===== src/rtl/ha1_task4.sv =====
// ha1_task4: mod-26 Caesar encoder; in clk, rst_n, P[4:0], K[4:0]; out C=(P+K)%26, err=(P|K>25), C_q/err_q registered copies
module ha1_task4 (
    input  logic       clk,
    input  logic       rst_n,
    input  logic [4:0] P,
    input  logic [4:0] K,
    output logic [4:0] C,
    output logic       err,
    output logic [4:0] C_q,
    output logic       err_q
);
    logic [5:0] s, s1, s2;
    always_comb begin
        s   = {1'b0, P} + {1'b0, K};
        s1  = s >= 6'd26 ? s - 6'd26 : s;
        s2  = s1 >= 6'd26 ? s1 - 6'd26 : s1;
        C   = s2[4:0];
        err = (P > 5'd25) || (K > 5'd25);
    end
    always_ff @(posedge clk or negedge rst_n)
        if (!rst_n) begin
            C_q   <= '0;
            err_q <= 1'b0;
        end else begin
            C_q   <= C;
            err_q <= err;
        end
endmodule


===== config.mk =====
export PLATFORM = sky130hd
export DESIGN_NAME = ha1_task4
export DESIGN_NICKNAME = d
export VERILOG_FILES = /design/src/rtl/ha1_task4.sv
export SDC_FILE = /design/constraint.sdc
export NUM_CORES = 1
export LEC_CHECK = 0
export BUFFER_PORTS_ARGS = -buffer_cell sky130_fd_sc_hd__buf_2
export CAP_MARGIN = 25
export CELL_PAD_IN_SITES_DETAIL_PLACEMENT = 0
export CELL_PAD_IN_SITES_GLOBAL_PLACEMENT = 1
export CORE_MARGIN = 2
export CORE_UTILIZATION = 35
export DETAILED_ROUTE_END_ITERATION = 8
export GPL_TIMING_DRIVEN = 0
export PLACE_DENSITY_LB_ADDON = 0.25
export SLEW_MARGIN = 15
export SYNTH_ARGS = -nofsm -noshare
export SYNTH_HDL_FRONTEND = slang
export SYNTH_SLANG_ARGS = --single-unit
export TNS_END_PERCENT = 100

===== constraint.sdc =====
create_clock -name clk -period 9.4 [get_ports clk]
set_input_delay 1.88 -clock clk [delete_from_list [all_inputs] [get_ports clk]]
set_output_delay 1.88 -clock clk [all_outputs]
set_load 0.01 [all_outputs]

==> out/results.tsv <==
stage	metric	value	unit
drt	drtIter0Drc	7	
cells_and_area	layout-drive-gt1-share	0.2975	
sta	tns	0	ns
clock_tree	holdBufCountCts	0	
sta	rsz0062_at_grt	no	
power	comb_power_share	0.647	
power	clock_power_share	0.138	
status	status	finished, final reports clean	
synthesis	synthFlopType	dfrtp_1	
synthesis	synth_common_cells	a21oi_1, ha_1, dfrtp_1	
sta	finalSetupViolCount	0	
power	max-vdd-ir-drop	90.13	uV
sta	fin_crit_sh	0.7158	
synthesis	synth_edf_count	0	
sta	fmax	148.6	MHz
synthesis	synth.yosys.warnings	0	
synthesis	ys_async_sr_fraction	1.000	
synthesis	synthesis.area	812.0	um^2
critical_path	critPathCaptureType	output pin	
floorplanning	die_x	52.17	um
power	switching_power	74.70	uW
critical_path	crit_fanout	9	
cells_and_area	final_cell_area	984.7	um^2
critical_path	path_class	in -> out	
synthesis	syn-instance-count	95	
critical_path	crit_path_top_delay_cell	fa_1	
floorplanning	die_h	52.17	um
floorplanning	design.die.area	2721	um^2
clock_tree	post_cts_buffers	0	
place	port_buffers	23	
job	maxCapViolations	0	
cells_and_area	fillers	236	
power	seqPwrFrac	0.215	
global_route	grt_pass1_wl	3243	um
drt	avgRoutedWirePerCell	12.22	um
synthesis	synth_top_area_cell	dfrtp_1	
place	dpl.hpwl	1523	um
critical_path	arrival	4.85	ns
clock_tree	clk_path_buf_depth	2	
synthesis	ys_ff_latch	6	
drt	via_count	791	
global_route	grt.overflow.total	0	
power	leakagePower	0.4658	nW
sta	worstMarginPinSlew	0.5249	ns
synthesis	netlist_top_cells_area	dfrtp_1, ha_1, a21oi_1	
clock_tree	cts_buffers	3	
drt	firstDrtPassIters	4	
sta	fin_crit	6.728	ns
place	gp_congestion	0.7646	
cells_and_area	fin_nets	144	
clock_tree	tritoncts	built	
critical_path	crit_chain	buf_2, ha_1, inv_1, fa_1, xor2_2, ha_1, nand2b_1, a32o_1, o211a_1, o21ai_4, mux2i_1, ha_1, or3_1, nand3_1, buf_2	
global_route	antenna_found_initial	0	
synthesis	yosysTopAreaCellShare	0.1849	
sta	drv_slew	0	
global_route	grt.total_usage	0.1576	
power	powerDensity	172.9	nW/um^2
place	place_area	962.2	um^2
clock_tree	root_buffer	clkbuf_4	
critical_path	critPathMostFrequentCell	ha_1	
global_route	grt_pass1_vias	744	
sta	slew_headroom	0.6485	
clock_tree	clk_pin_slew_worst_paths	0.04	ns
floorplanning	ios	24	
floorplanning	core	2212	um^2
clock_tree	htreeDepth	1	
drt	drt-vias-per-instance	5.309	
power	p_sw_frac	0.4388	
drt	post-route-drc-count	0	
synthesis	ys_seq_area_frac	0.1849	
floorplanning	core.rowCount	17	
critical_path	worstSetupStartpointType	input port	
drt	ant_nets	0	
global_route	grt_max_degree	11	
clock_tree	cts_sinks	6	
synthesis	synth.distinct_cells	45	
cells_and_area	syn_to_final_growth	21.26	%
sta	hold_viol	0	
critical_path	cp.required	7.52	ns
drt	routed_wirelength	1821	um
cells_and_area	num_antenna_cells	0	
floorplanning	start_util	0.3671	
synthesis	synth_nets	116	
hold_path	hp-class	in -> async	
critical_path	slowest_delay	0.41	ns
synthesis	synth.avg_cell_area	8.548	um^2
clock_tree	cts-resized-gates	0	
power	p_int	95.52	uW
## metrics by stage
step | util | hold WS, ns | total power [mW] | setup WS, ns | instances
2_1_floorplan | - | 1.584 | 0.1152 | 3.091 | 95
3_3_place_gp | 0.4350 | 1.706 | 0.1461 | 2.674 | 146
3_5_place_dp | 0.4350 | 1.705 | 0.1483 | 2.652 | 146
4_1_cts | 0.4451 | 1.447 | 0.1719 | 2.651 | 149
5_1_grt | 0.4451 | 1.439 | 0.1902 | 2.458 | 149
6_report | 0.4451 | 1.448 | 0.1702 | 2.672 | 149
## power by group through the flow
| stage | logic [mW] | clock network (mW) | registers, mW |
|---|---|---|---|
| CTS | 0.111 | 0.0237 | 0.0369 |
| floorplan | 0.0727 | 0 | 0.0424 |
| detailed placement | 0.111 | 0 | 0.0372 |
| finish | 0.110 | 0.0235 | 0.0367 |
| global route | 0.125 | 0.0268 | 0.0383 |
| global placement | 0.109 | 0 | 0.0370 |
## per-layer routing
layer | vias to the layer above | global-route usage | routed length (um)
met4 | 0 | 0.06410 | 0
met1 | 365 | 0.1889 | 880
met3 | 0 | 0.02011 | 78
li1 | 410 | - | -
met5 | - | 0 | 0
met2 | 16 | 0.2806 | 863
## placed cells by master, fill, tap and decap left out, types with 2 or more instances in the layout
cell      Yosys  layout
nand2b_1      4       4
o211ai_1      4       4
buf_2         2      25
ha_1          8       8
xnor2_1       3       3
clkbuf_4      0       3
nand2_1       5       5
inv_1         5       5
nand3_1       4       4
nor4_1        2       2
o21ai_0       4       4
nor2_1        5       5
o211a_1       2       2
a21oi_1       8       8
a21oi_2       2       2
dfrtp_1       6       6
mux2i_1       2       2
## final cells by class
class	count	area [um^2]	area share
multi-input cells	80	618.1	0.6277
flip-flops and latches	6	150.1	0.1525
repair buffers	23	115.1	0.1169
well taps	28	35.03	0.03558
plain buffers	4	25.02	0.02541
clock buffers	3	22.52	0.02287
inverters	5	18.77	0.01906
## worst paths after layout
kind / from / slack [ns] / endpoint / depth (start not counted)
worst min-delay path: rst_n / 1.45 / C_q[4]$_DFF_PN0_ / 1
worst max-delay path: K[0] / 2.67 / C[3] / 15
max in group asynchronous: rst_n / 7.82 / C_q[3]$_DFF_PN0_ / 1
min in group clk: P[0] / 1.90 / C_q[0]$_DFF_PN0_ / 2
## cells by family after synthesis
| kind of cell | Yosys count | share of synthesized area |
|---|---|---|
| and+or+nand+nor | 32 | 0.2265 |
| AOI/OAI and AO/OA | 32 | 0.2990 |
| buffers and inverters | 9 | 0.05393 |
| muxes | 2 | 0.02465 |
| xor gates and xnor gates | 5 | 0.06319 |
| DFF | 6 | 0.1849 |
| adders and majority gates | 9 | 0.1479 |
## state kept, by name, indices dropped and copies added (netlist names)
name,cells
err_q,1
C_q,5
## critical path, delay by kind of cell
kind,cells,cell delay (ns)
adder cells (fa/ha/maj),4,1.02
AND/OR/NAND/NOR,3,0.55
AO/OA/AOI/OAI,3,0.60
multiplexers,1,0.16
XOR/XNOR,1,0.36
buffers and inverters,3,0.26
(Power assumes the default switching activity.)
